**src/rtl/demux1to8_32_pkg.sv**
```systemverilog
// -----------------------------------------------------------------------------
// demux1to8_32_pkg
// Shared constants and helpers for the registered 1-to-8 word distributor.
//   DEMUX_NCH       number of output channels
//   DEMUX_SELW      width of the channel select
//   DEMUX_WIDTH     data width of every channel
//   DEMUX_RST_DATA  value loaded into every holding register on reset
//   demux_onehot()  3-bit select -> 8-bit one-hot channel mask
// -----------------------------------------------------------------------------
package demux1to8_32_pkg;

    localparam int DEMUX_NCH   = 8;
    localparam int DEMUX_SELW  = 3;
    localparam int DEMUX_WIDTH = 32;

    localparam logic [DEMUX_WIDTH-1:0] DEMUX_RST_DATA = 32'h0000_0000;

    // Channel select decode; an unknown select maps to "no channel".
    function automatic logic [DEMUX_NCH-1:0] demux_onehot(input logic [DEMUX_SELW-1:0] sel);
        logic [DEMUX_NCH-1:0] oh;
        case (sel)
            3'd0:    oh = 8'b0000_0001;
            3'd1:    oh = 8'b0000_0010;
            3'd2:    oh = 8'b0000_0100;
            3'd3:    oh = 8'b0000_1000;
            3'd4:    oh = 8'b0001_0000;
            3'd5:    oh = 8'b0010_0000;
            3'd6:    oh = 8'b0100_0000;
            3'd7:    oh = 8'b1000_0000;
            default: oh = 8'b0000_0000;
        endcase
        return oh;
    endfunction

endpackage

```
**src/rtl/demux_slot.sv**
```systemverilog
// -----------------------------------------------------------------------------
// demux_slot
// One-entry holding register with valid bit for a single output channel.
//   clk    rising-edge clock
//   rst_n  asynchronous active-low reset (clears data and valid)
//   load   write din into the slot and mark it valid
//   drain  consumer takes the current word this cycle
//   flush  synchronous clear of the valid bit (data is kept)
//   din    word to store
//   dout   stored word
//   valid  slot holds a word not yet taken by the consumer
// -----------------------------------------------------------------------------
module demux_slot
    import demux1to8_32_pkg::*;
#(
    parameter int WIDTH = DEMUX_WIDTH
) (
    input  logic             clk,
    input  logic             rst_n,
    input  logic             load,
    input  logic             drain,
    input  logic             flush,
    input  logic [WIDTH-1:0] din,
    output logic [WIDTH-1:0] dout,
    output logic             valid
);

    logic [WIDTH-1:0] data_r;
    logic             valid_r;

    // Holding register and valid bit; a load wins over a same-cycle drain so
    // a channel streams one word per cycle when its consumer is always ready.
    always_ff @(posedge clk or negedge rst_n) begin
        if (!rst_n) begin
            data_r  <= WIDTH'(DEMUX_RST_DATA);
            valid_r <= 1'b0;
        end else if (flush) begin
            data_r  <= data_r;
            valid_r <= 1'b0;
        end else begin
            if (load) begin
                data_r <= din;
            end else begin
                data_r <= data_r;
            end
            valid_r <= load | (valid_r & ~drain);
        end
    end

    assign dout  = data_r;
    assign valid = valid_r;

endmodule

```
**src/rtl/demux1to8_32.sv**
```systemverilog
// -----------------------------------------------------------------------------
// demux1to8_32
// Registered 1-to-8 distributor: routes a 32-bit word to one of eight
// per-channel holding registers, each with its own valid/ready handshake.
//   clk        rising-edge clock
//   rst_n      asynchronous active-low reset
//   Di/SEL/Vi  producer word, destination channel and valid
//   Ri         producer ready (combinational from SEL, Vo, Ro, Flush)
//   Flush      synchronous clear of every channel valid
//   Do0..Do7   registered channel data
//   Vo / Ro    per-channel valid / consumer ready
//   Busy       any channel holds a word
// -----------------------------------------------------------------------------
module demux1to8_32
    import demux1to8_32_pkg::*;
#(
    parameter int WIDTH = DEMUX_WIDTH,
    parameter int NCH   = DEMUX_NCH
) (
    input  logic                  clk,
    input  logic                  rst_n,
    input  logic [WIDTH-1:0]      Di,
    input  logic [DEMUX_SELW-1:0] SEL,
    input  logic                  Vi,
    output logic                  Ri,
    input  logic                  Flush,
    output logic [WIDTH-1:0]      Do0,
    output logic [WIDTH-1:0]      Do1,
    output logic [WIDTH-1:0]      Do2,
    output logic [WIDTH-1:0]      Do3,
    output logic [WIDTH-1:0]      Do4,
    output logic [WIDTH-1:0]      Do5,
    output logic [WIDTH-1:0]      Do6,
    output logic [WIDTH-1:0]      Do7,
    output logic [NCH-1:0]        Vo,
    input  logic [NCH-1:0]        Ro,
    output logic                  Busy
);

    logic [NCH-1:0]   sel_oh_s;
    logic [NCH-1:0]   load_s;
    logic [NCH-1:0]   drain_s;
    logic [NCH-1:0]   vo_s;
    logic             ri_s;
    logic             accept_s;
    logic [WIDTH-1:0] dout_s [NCH];

    // Ready: the selected slot is empty or is being drained this cycle, and
    // no flush is pending (a flush cycle never accepts).
    always_comb begin
        sel_oh_s = demux_onehot(SEL);
        ri_s     = 1'b0;
        if (Flush) begin
            ri_s = 1'b0;
        end else begin
            ri_s = !vo_s[SEL] || Ro[SEL];
        end
        accept_s = Vi && ri_s;
        drain_s  = vo_s & Ro;
        if (accept_s) begin
            load_s = sel_oh_s;
        end else begin
            load_s = {NCH{1'b0}};
        end
    end

    for (genvar k = 0; k < NCH; k++) begin : g_slot
        demux_slot #(
            .WIDTH (WIDTH)
        ) u_slot (
            .clk   (clk),
            .rst_n (rst_n),
            .load  (load_s[k]),
            .drain (drain_s[k]),
            .flush (Flush),
            .din   (Di),
            .dout  (dout_s[k]),
            .valid (vo_s[k])
        );
    end

    assign Ri   = ri_s;
    assign Vo   = vo_s;
    assign Busy = |vo_s;
    assign Do0  = dout_s[0];
    assign Do1  = dout_s[1];
    assign Do2  = dout_s[2];
    assign Do3  = dout_s[3];
    assign Do4  = dout_s[4];
    assign Do5  = dout_s[5];
    assign Do6  = dout_s[6];
    assign Do7  = dout_s[7];

endmodule

```
**config.mk**
```make
export PLATFORM = sky130hd
export DESIGN_NAME = demux1to8_32
export DESIGN_NICKNAME = d
export VERILOG_FILES = /design/src/rtl/demux1to8_32_pkg.sv /design/src/rtl/demux_slot.sv /design/src/rtl/demux1to8_32.sv
export SDC_FILE = /design/constraint.sdc
export NUM_CORES = 1
export LEC_CHECK = 0
export BUFFER_PORTS_ARGS = -buffer_cell sky130_fd_sc_hd__buf_4
export CAP_MARGIN = 20
export CORE_MARGIN = 3
export CORE_UTILIZATION = 55
export DETAILED_ROUTE_END_ITERATION = 10
export HOLD_SLACK_MARGIN = 0.08
export PLACE_DENSITY = 0.85
export SYNTH_ARGS = -nofsm -noshare
export SYNTH_HDL_FRONTEND = slang
export SYNTH_SLANG_ARGS = --single-unit
```
**constraint.sdc**
```tcl
create_clock -name clk -period 5 [get_ports clk]
set_input_delay 0 -clock clk [delete_from_list [all_inputs] [get_ports clk]]
set_output_delay 0 -clock clk [all_outputs]
set_load 0.01 [all_outputs]
```
---- After elaboration in Yosys (flattened, before gate mapping) ----
Memory sizes are Yosys's and may differ from the RTL's.
Index checks and enable logic that the tools add are counted.
word-level totals
  input bits .............................. 47
  output and inout port bits .............. 266
  register bits ........................... 264
  ROM bits ................................ 64
  memories ................................ 1
operators by class
  muxes and demuxes ....................... 14
  reduce and logical (&&, ||, !) cells .... 12
  bitwise gates (word level) .............. 26
  order comparisons ....................... 1
memories
  memory            words  bits a word  read ports  clocked after memory_dff  write ports  RTL line                RTL
  (name not given)  8      8            1           0                         0            demux1to8_32_pkg.sv:21  case (sel)
operator list
  cell                                                                   count
  2-bit AND reduction                                                    8
  1-bit 2-to-1 mux                                                       11
  1-bit NOT                                                              9
  1-bit AND                                                              8
  8-bit AND                                                              1
  8-bit 2-to-1 mux                                                       1
  1-bit OR                                                               8
  8-bit OR reduction                                                     1
  1-bit binary-select mux with 3-bit select                              2
  3-bit by 4-bit < comparator with 1-bit output (second input constant)  1
  1-bit logical AND                                                      1
  1-bit zero test                                                        1
  1-bit logical OR                                                       1

---- Logic depth before layout (Yosys ltp) ----
Gate-level depths: netlist (run 1).
  depth in word-level cells ............... 9
  depth in mapped cells ................... 5

---- Hierarchy ----
Synthesis (run 1) repeated with hierarchy kept, for this count alone.
second synthesis, totals
  cell total of the unflattened synthesis .. 624
  area, all modules ....................... 11466.0 µm²
by module, submodules not included
  module        area each (µm²)  cells an instance  times used
  demux_slot    1398.8           73                 8
  demux1to8_32  275.3            40                 1

---- Worst setup path after synthesis (run 1) ----
Ideal clock, no wire load.
  kind .................................... register to register
  from .................................... register g_slot[2].u_slot.valid_r
  to ...................................... register g_slot[0].u_slot.data_r[13]
  period minus slack after synthesis ...... 1.693 ns
  library setup time ...................... 0.125 ns
  arrival ................................. 1.568 ns
  cell stages (with the launch flop) ...... 5
  required time ........................... 4.875 ns
  setup slack ............................. 3.307 ns
  cells stage by stage .................... dfrtp_1 > and3b_1 > nor4b_4 > buf_6 > mux2_2
on the way
  word-level cells in the longest chain between the ends .. 8
ends and longest elaborated chain
  item                                       RTL line            RTL
  start: declaration                         demux_slot.sv:29    logic valid_r;
  start signal: assignment                   demux_slot.sv:46    valid_r <= load | (valid_r & ~drain);
  1-bit binary-select mux with 3-bit select  demux1to8_32.sv:56  ri_s = !vo_s[SEL] || Ro[SEL];
  1-bit 2-to-1 mux (implied by the code)     demux1to8_32.sv:56
  1-bit zero test                            demux1to8_32.sv:56
  1-bit logical OR                           demux1to8_32.sv:56
  1-bit 2-to-1 mux                           demux1to8_32.sv:53  if (Flush) begin
  1-bit logical AND                          demux1to8_32.sv:58  accept_s = Vi && ri_s;
  8-bit 2-to-1 mux                           demux1to8_32.sv:60  if (accept_s) begin
  2-bit AND reduction (no source line)       -
  end signal: assignment                     demux_slot.sv:38    data_r <= data_r;
  end signal: assignment                     demux_slot.sv:42    data_r <= din;
  end signal: assignment                     demux_slot.sv:44    data_r <= data_r;
  end: declaration                           demux_slot.sv:28    logic [WIDTH-1:0] data_r;
No other way between the ends. The select of a mux whose other input is x is not followed.
A chain may end at the register's enable or synchronous reset.

---- Worst setup path in the final report (run 1) ----
  from .................................... register g_slot[3].u_slot.valid_r
  to ...................................... output Ri
on the way
  word-level cells in the longest chain between the ends .. 5
ends and longest elaborated chain
  item                                       RTL line            RTL
  start: declaration                         demux_slot.sv:29
  start signal: assignment                   demux_slot.sv:46
  1-bit binary-select mux with 3-bit select  demux1to8_32.sv:56
  1-bit 2-to-1 mux (implied by the code)     demux1to8_32.sv:56
  1-bit zero test                            demux1to8_32.sv:56
  1-bit logical OR                           demux1to8_32.sv:56
  1-bit 2-to-1 mux                           demux1to8_32.sv:53
  end: declaration                           demux1to8_32.sv:25  output logic Ri,
No other way between the ends. The select of a mux whose other input is x is not followed.

==> flow_summary.yaml, run 1 <==
sta:
  post-route-min-period_ns: 2.162
  worst_slack_ns: 2.838
  tns_ns: 0
  post-route-period-util_pct: 43.24
  maxSlewHeadroom_pct: 44.70
  slew_violations: 0
  finalSetupViolCount: 0
  tightest_slew_ns: 0.8278
  finalClockSkew_ns: 0.01722
  hold_slack_ns: 0.1153
  fmax_mhz: 462.5
  hold_viol_final: 0
  rsz0062_at_grt: "false"
pwr:
  power_density_mw_per_mm2: 481.1
  p_leak_nw: 6.803
  irDropWorstVdd_v: 0.0004094
  finalPower_mw: 6.800
cells_and_area:
  area_growth_pct: 38.85
  seq_area_mm2: 0.006606
  nets: 1012
  n_fill_cell: 1017
  final_cells: 1215
  antenna_cells: 0
  multiInputGateArea_mm2: 0.003313
  drive_above_1_share_pct: 63.69
worst_hold_path:
  hold_class: "input port to flip-flop"
  hp-start: "SEL[0]"
  min_path_cells: 3
  min_to: "g_slot[5].u_slot.dout[22]"
global_routing:
  grt_pass1_vias: 7207
  gr-total-overflow: 0
  grt_pass1_wl_um: 41870
  grt_max_degree: 63
  antenna_found_initial: 0
  grtUsageTotal_pct: 26.58
critical_path:
  cp_data_required_time_ns: 5.00
  crit_chain: "nor2b_1, mux4_2, o311ai_0, buf_4"
  r2r_slack_ns: 2.89
  worstPathMaxFanout: 4
  critPathKind: "flip-flop to primary output"
  crit_path_end_kind: "primary output"
  r2r_cells: 3
  cp_data_arrival_time_ns: 2.16
  critPathLaunch: "g_slot[3].u_slot.valid"
  critPathSlowestCell: "mux4_2"
  r2r-start: "g_slot[3].u_slot.valid"
  path_buf_inv: 1
  critPathMaxStageDelay_ns: 0.47
  startpoint_type: "flip-flop"
  timing.rr.end: "g_slot[3].u_slot.dout[27]"
  cp_top_family: "multiplexers"
clocking:
  numCtsBuffers: 28
  clock_latency_ns: 0.53
  clock_path_buffers: 3
  postCtsSetupBuffers: 0
  cts_tree: "built"
  clkSlewWorstSetupHoldPaths_ns: 0.06
  clock-sinks: 264
  htreeDepth: 1
  cts-root-buf: "clkbuf_16"
route:
  routed_via_density: 5.474
  vias: 6651
  wire_per_inst_um: 22.28
  drt_iter0_drc: 231
  drc: 0
  drt-total-wl_um: 27070
  dr.pass1.iters: 4
  ant_nets: 0
logic_synthesis:
  ys_warn_count: 0
  syn_nets: 648
  ys_seq_elements: 264
  postSynthAreaPerCell_um2: 16.94
  syn_inst: 601
  synth_cell_types: 30
  synth_sequential_area_ratio_pct: 64.90
  synth_area_mm2: 0.01018
floorplanning:
  coreArea_mm2: 0.01809
  die-area_mm2: 0.02018
  initial_utilization_pct: 56.29
  chipWidth_um: 142.0
  fp-row-count: 49
  die_y_um: 142.0
  io_pins: 313
placed_design:
  portBuffers: 312
  dpl.hpwl_um: 17180
  post-place-ws_ns: 2.547
  placed_cells: 1116
  routabilityCongestion: 0.8344
run:
  maxCapViolCount: 0
outcome:
  outcome: "complete, no violations"
## cells in the mapped netlist (all sizes together)
cell       n  area share [%]
nor2b      6            0.37
nand4      3            0.48
o21a       3            0.22
nor4b      3            0.70
and4bb     1            0.12
nor3b      4            0.50
buf       35             2.6
nand3b     2            0.15
dfrtp    264              65
nor2       2           0.074
nand2      2           0.074
nand2b     3            0.18
and3b      2            0.17
o311ai     1           0.086
mux4       1            0.22
a2111o     1            0.11
nand3      2           0.098
a21oi      3            0.15
mux2     256              28
a31oi      2            0.12
inv        1           0.037
or3b       1           0.086
nor4       2            0.12
o2111ai    1           0.086
## stage by stage
step                utilization [%]  area (um^2)
floorplan                         -        10180
global placement              69.73        12610
detailed placement            69.96        12650
CTS                           78.01        14110
global route                  78.15        14130
finish                        78.15        14130
## cell usage in the layout, fill, tap and decap left out, drive strengths merged, types with 4 or more instances in the layout
cell	count
buf	323
dfrtp	264
mux2	256
dlygate4sd3	46
clkbuf	39
clkinv	7
nor2b	6
bufinv	4
nor3b	4
## state kept, by name, indices dropped and copies added (netlist names)
signal / cells
g_slot.u_slot.dout: 256
g_slot.u_slot.valid: 8
## metal layers
| metal | GRT usage [%] | wire length, um | vias up |
|---|---|---|---|
| met2 | 45.04 | 13540 | 286 |
| met3 | 7.191 | 2097 | 67 |
| met4 | 10.00 | 1070 | 0 |
| li1 | - | - | 2883 |
| met5 | 0 | 0 | - |
| met1 | 32.86 | 10360 | 3415 |
## worst register-to-register path: stages, from the launching register on
cell and delay (ns):
dfrtp_1 0.43, nand3b_1 0.27, nand4_4 0.71, mux2_1 0.59
## cell families after synthesis
kind of cell           after synthesis  share of synthesized area (%)
AO/OA/AOI/OAI                       11                         0.7743
buffers and inverters               36                          2.655
flip-flops                         264                          64.90
multiplexers                       257                          28.54
AND/OR/NAND/NOR                     33                          3.134
## what timing repair did
action                                  CTS  global route
resized for setup                         0             0
hold endpoints to repair                349             2
hold buffers                             46             1
endpoints found under the setup margin    0             0
## cell type report
cell class | instances | share of cell area, %
sequential | 264 | 46.74
multi-input combinational | 301 | 23.44
timing repair buffer | 369 | 20.78
clock buffer | 39 | 5.825
tap | 229 | 2.027
clock inverter | 12 | 1.160
inverter | 1 | 0.02656
## how the worst max path moves through the flow
stage | end | cells after the start
3_5_place_dp | g_slot[5].u_slot.dout[25] | 4
6_report | Ri | 4
4_1_cts | g_slot[5].u_slot.dout[19] | 4
2_1_floorplan | g_slot[0].u_slot.dout[13] | 4
3_3_place_gp | g_slot[5].u_slot.dout[29] | 4
5_1_grt | g_slot[1].u_slot.dout[5] | 3
## power by group
group | switching (mW) | internal [mW] | total (mW) | leakage [nW]
Combinational | 0.740 | 0.985 | 1.73 | 3.06
Clock | 0.825 | 1.35 | 2.18 | 0.494
Sequential | 0.275 | 2.62 | 2.90 | 3.25
Power figures use the tool's default switching activity.
==> run 2, diff against run 1 <==
- CORE_UTILIZATION: 55 -> 46
- PLACE_DENSITY: 0.85 -> 0.76
- clock period: 5 -> 1.9 ns (I/O delays scaled with it)
==> flow_summary.yaml, run 2 (synthesis results as in run 1) <==
outcome:
  outcome: "complete, but fails checks"
  failed_checks: "negative setup slack"
clocking:
  clock_path_buffers: 3
  htreeDepth: 1
  clock_latency_ns: 0.53
  cts-root-buf: "clkbuf_16"
  numCtsBuffers: 27
  clkSlewWorstSetupHoldPaths_ns: 0.06
  cts_tree: "built"
  clock-sinks: 264
global_routing:
  grt_pass1_vias: 7144
  grtUsageTotal_pct: 22.36
  grt_pass1_wl_um: 42210
  gr-total-overflow: 0
  antenna_found_initial: 0
  grt_max_degree: 76
floorplanning:
  chipWidth_um: 154.8
  fp-row-count: 53
  die_y_um: 154.8
  initial_utilization_pct: 47.67
  die-area_mm2: 0.02395
  coreArea_mm2: 0.02135
  io_pins: 313
placed_design:
  portBuffers: 312
  post-place-ws_ns: 0.1460
  routabilityCongestion: 0.8742
  dpl.hpwl_um: 18340
critical_path:
  r2r_slack_ns: 0.07
  startpoint_type: "flip-flop"
  crit_path_end_kind: "primary output"
  critPathKind: "flip-flop to primary output"
  r2r_cells: 5
  timing.rr.end: "g_slot[2].u_slot.dout[23]"
  r2r-start: "g_slot[2].u_slot.valid"
  worstPathMaxFanout: 2
  cp_data_required_time_ns: 1.90
  cp_data_arrival_time_ns: 1.99
pwr:
  irDropWorstVdd_v: 0.0007780
  power_density_mw_per_mm2: 1213
  p_switching_mw: 4.764
  seq_power_share_pct: 43.8
  finalPower_mw: 17.36
  p_leak_nw: 6.856
  p_clk_share_pct: 30.2
  p_comb_share_pct: 26.0
  internal_power_mw: 12.60
  switching_share_pct: 27.43
sta:
  post-route-min-period_ns: 1.990
  hold_viol_final: 0
  tightest_slew_ns: 0.5072
  rsz0062_at_grt: "true"
  maxSlewHeadroom_pct: 65.87
  slew_violations: 0
  finalClockSkew_ns: 0.01337
  finalSetupViolCount: 1
  post-route-period-util_pct: 104.8
  fmax_mhz: 502.4
  worst_slack_ns: -0.09043
route:
  drc: 0
  wire_per_inst_um: 21.23
  drt-total-wl_um: 26960
  drt_iter0_drc: 247
  routed_via_density: 5.206
  dr.pass1.iters: 4
  vias: 6611
  ant_nets: 0
worst_hold_path:
  hp-start: "Vi"
  min_path_cells: 4
  min_to: "g_slot[3].u_slot.valid"
  hold_class: "input port to flip-flop"
cells_and_area:
  final_cell_mix: "buf_4 (319), dfrtp_1 (264), mux2_2 (245)"
  nets: 1023
  antenna_cells: 0
  largest_reg_flops: 256
  area_growth_pct: 40.57
  layout_commonest_cell: "buf_4"
  drive_above_1_share_pct: 64.22
run:
  maxCapViolCount: 0
run 2: changes by cell type in the layout (fill, tap and decap cells not counted), sizes merged:
cell	previous run	this run
dlygate4sd3	46	45
clkbuf	39	40
clkinv	7	4
clkinvlp	0	2
bufinv	4	1
buf	323	336
run 2: area by class of cell:
type,instances,area (um^2)
fill,1514,7043
sequential,264,6606
multi-input combinational,301,3331
timing repair buffer,381,3137
clock buffer,40,814.5
tap,275,344.1
clock inverter,8,73.82
inverter,1,3.754
run 2: repair_timing:
action / CTS / global route
endpoints found under the setup margin: 1 / 77
buffers inserted: 4 / 0
hold endpoints to repair: 528 / 0
hold buffers: 46 / 0
resized for setup: 3 / 5
gates cloned: 0 / 0
run 2: power by group through the flow:
| stage | clock (mW) | combinational, mW | sequential, mW |
|---|---|---|---|
| after floorplan | 0 | 1.18 | 8.20 |
| after global placement | 0 | 4.40 | 7.64 |
| after detailed placement | 0 | 4.49 | 7.69 |
| after CTS | 5.35 | 4.59 | 7.61 |
| after global routing | 5.58 | 4.83 | 7.77 |
| final | 5.24 | 4.52 | 7.61 |
run 2: how the worst max path moves through the flow:
stage,start,depth (start not counted),endpoint
2_1_floorplan,g_slot[2].u_slot.valid,4,g_slot[0].u_slot.dout[13]
3_3_place_gp,g_slot[2].u_slot.valid,4,g_slot[2].u_slot.dout[19]
3_5_place_dp,g_slot[2].u_slot.valid,4,g_slot[2].u_slot.dout[10]
4_1_cts,g_slot[3].u_slot.valid,4,Ri
5_1_grt,g_slot[3].u_slot.valid,4,Ri
6_report,g_slot[3].u_slot.valid,4,Ri
run 2: worst max-delay path, cell delays in order, from the launching register on:
cell	delay (ns)
dfrtp_1	0.39
nor2b_1	0.15
mux4_2	0.51
o311ai_4	0.28
buf_6	0.15
run 2: metrics by stage:
step | hold WS, ns | instance area (um^2) | instances | util (%) | TNS, ns
2_1_floorplan | -0.2956 | 10180 | 601 | - | 0
6_report | 0.1046 | 14310 | 1270 | 67.02 | -0.09043
3_5_place_dp | -0.1466 | 12900 | 1173 | 60.44 | 0
5_1_grt | 0.1271 | 14310 | 1270 | 67.02 | -0.1286
3_3_place_gp | -0.1417 | 12900 | 1173 | 60.44 | 0
4_1_cts | 0.08291 | 14300 | 1271 | 66.98 | -0.08946
run 2: routing by layer:
metal	track usage (%)	part of all wire, %
met3	6.799	8.5
met1	28.39	40
met5	0	0
met2	37.87	50
met4	5.425	1.8
==> run 3, diff against run 2 <==
- ABC_AREA: not set -> 1
- CORE_UTILIZATION: 46 -> 47
==> flow_summary.yaml, run 3 <==
critical_path:
  worstPathMaxFanout: 11
  cp_data_arrival_time_ns: 1.84
  path_buf_inv: 3
  cp_data_required_time_ns: 1.90
  critPathKind: "flip-flop to primary output"
  startpoint_type: "flip-flop"
  cp_top_family: "simple AND/OR/NAND/NOR gates"
  cp_common_cell: "nand2_1"
  critPathSlowestCell: "dfrtp_1"
  critPathMaxStageDelay_ns: 0.38
  crit_chain: "nand2_1, nand2_1, nand2_1, nand2_2, and2_4, nor2_4, buf_12, buf_12, buf_4"
  crit_path_end_kind: "primary output"
logic_synthesis:
  synth_cell_types: 19
  synth_top_area_share_pct: 58.80
  ys.flop_type: "dfrtp_1"
  syn_inst: 1264
  yosys.area.top_type: "dfrtp_1"
  synth_area_leaders: "dfrtp_1 (59%), nand2_1 (18%), nand4_1 (15%)"
  ys_warn_count: 0
  syn_nets: 1311
  ys_seq_elements: 264
  async_flop_share_pct: 100.0
  synth_sequential_area_ratio_pct: 58.80
  synthTopCellsByCount: "nand2_1 (540), nand4_1 (265), dfrtp_1 (264), clkbuf_1 (76)"
  synth.most_common_cell: "nand2_1"
  postSynthAreaPerCell_um2: 8.888
  synth_area_mm2: 0.01123
  synth-edff-count: 0
global_routing:
  grt_pass1_vias: 10506
  gr-total-overflow: 0
  grtUsageMet1_pct: 41.40
  grtUsageMet2_pct: 46.61
  grtUsageTotal_pct: 29.52
  antenna_found_initial: 0
  grt_pass1_wl_um: 61200
  use_met3_pct: 5.932
  busiest_layer: "met2"
  grt_max_degree: 82
cells_and_area:
  layout_commonest_cell: "nand2_1"
  drive_above_1_share_pct: 27.20
  area_growth_pct: 36.30
  largest_reg_flops: 256
  final_cell_mix: "nand2_1 (539), buf_4 (355), nand4_1 (265)"
  antenna_cells: 0
  final_cells: 1901
  nets: 1614
sta:
  maxSlewHeadroom_pct: 67.88
  hold_viol_final: 0
  post-route-period-util_pct: 97.07
  fmax_mhz: 542.2
  hold_slack_ns: 0.09553
  tns_ns: 0
  slew_violations: 0
  post-route-min-period_ns: 1.844
  finalClockSkew_ns: 0.01049
  tightest_slew_ns: 0.4817
  rsz0062_at_grt: "true"
  finalSetupViolCount: 0
clocking:
  htreeDepth: 1
  clock_latency_ns: 0.53
  cts_tree: "built"
  clock_path_buffers: 3
  numCtsBuffers: 27
  clkSlewWorstSetupHoldPaths_ns: 0.06
  cts-root-buf: "clkbuf_16"
  clock-sinks: 264
floorplanning:
  chipWidth_um: 160.6
  fp-row-count: 55
  die_y_um: 160.6
  initial_utilization_pct: 48.73
  die-area_mm2: 0.02579
  coreArea_mm2: 0.02305
  io_pins: 313
route:
  drc: 0
  routed_via_density: 5.723
  dr.pass1.iters: 5
  drt_iter0_drc: 958
  ant_nets: 0
  vias: 10879
  drt-total-wl_um: 39130
  wire_per_inst_um: 20.58
pwr:
  irDropWorstVdd_v: 0.0005461
  finalPower_mw: 16.95
  p_leak_nw: 8.259
  power_density_mw_per_mm2: 1107
run:
  maxCapViolCount: 0
placed_design:
  routabilityCongestion: 0.8907
  dpl.hpwl_um: 24990
  portBuffers: 312
  placed_cells: 1793
outcome:
  outcome: "complete, no violations"
worst_hold_path:
  hold_class: "input port to async pin"
## run 3: changes by cell type after synthesis, sizes merged, moves of 12 or more
cell / before / now
nand4: 3 / 265
inv: 1 / 16
mux2: 256 / 0
nand2: 2 / 541
clkbuf: 0 / 108
nor2: 2 / 14
## run 3: final timing paths
path	end	startpoint	cells past startpoint	slack, ns
max	Ri	g_slot[0].u_slot.valid	9	0.06
min	g_slot[5].u_slot.dout[24]	rst_n	3	0.1
max in group asynchronous	g_slot[2].u_slot.dout[6]	rst_n	3	1.52
max reg2reg	g_slot[0].u_slot.dout[8]	g_slot[0].u_slot.valid	11	0.09
min reg2reg	g_slot[5].u_slot.dout[3]	g_slot[5].u_slot.dout[3]	2	0.48
min in group clk	g_slot[3].u_slot.dout[24]	SEL[0]	6	0.13
## run 3: cells by family (layout without fill, tap and decap cells)
| kind of cell | Yosys count | count (layout) | synth area share, % |
|---|---|---|---|
| flip-flops | 264 | 264 | 58.80 |
| AND/OR/NAND/NOR | 827 | 827 | 33.73 |
| AO/OA/AOI/OAI | 11 | 11 | 0.5903 |
| buffers and inverters | 162 | 486 | 6.871 |
## run 3: routing by layer
metal	up-vias	part of all wire, %
li1	4841	-
met1	5247	40
met2	710	47
met3	81	10
met4	0	3.0
met5	-	0
## run 3: where the power goes
| group | total, mW | internal [mW] | switching, mW | leakage, nW |
|---|---|---|---|---|
| Combinational | 4.39 | 2.10 | 2.28 | 4.49 |
| Clock | 4.99 | 2.76 | 2.23 | 0.407 |
| Sequential | 7.58 | 6.75 | 0.826 | 3.36 |
| Total | 16.9 | 11.6 | 5.34 | 8.26 |
## run 3: layout make-up
class / count / area [um^2]
multi-input combinational: 838 / 3916
clock inverter: 12 / 80.08
sequential: 264 / 6606
fill: 1866 / 7741
clock buffer: 38 / 747.0
timing repair buffer: 420 / 3511
inverter: 16 / 60.06
tap: 313 / 391.6
## run 3: worst min-delay path, stage by stage
cell and delay [ns]:
dlygate4sd3_1 0.56, buf_8 0.17, buf_12 0.25
## run 3: timing repair
| item | CTS | global route |
|---|---|---|
| pin swaps | 2 | 1 |
| buffers inserted | 8 | 4 |
| endpoints found under the setup margin | 1 | 91 |
| resized for setup | 0 | 3 |
| gates cloned | 0 | 1 |
| hold endpoints to repair | 528 | 0 |
| hold buffers | 45 | 0 |
## run 3: through the flow
| stage | instance area [um^2] | utilization [%] | setup WS [ns] |
|---|---|---|---|
| finish | 15310 | 66.42 | 0.05575 |
| global route | 15310 | 66.42 | -0.04849 |
| CTS | 15250 | 66.14 | 0.003998 |
| detailed placement | 13900 | 60.30 | 0.1435 |
| global placement | 13900 | 60.30 | 0.1841 |
| floorplan | 11230 | - | 0.3922 |
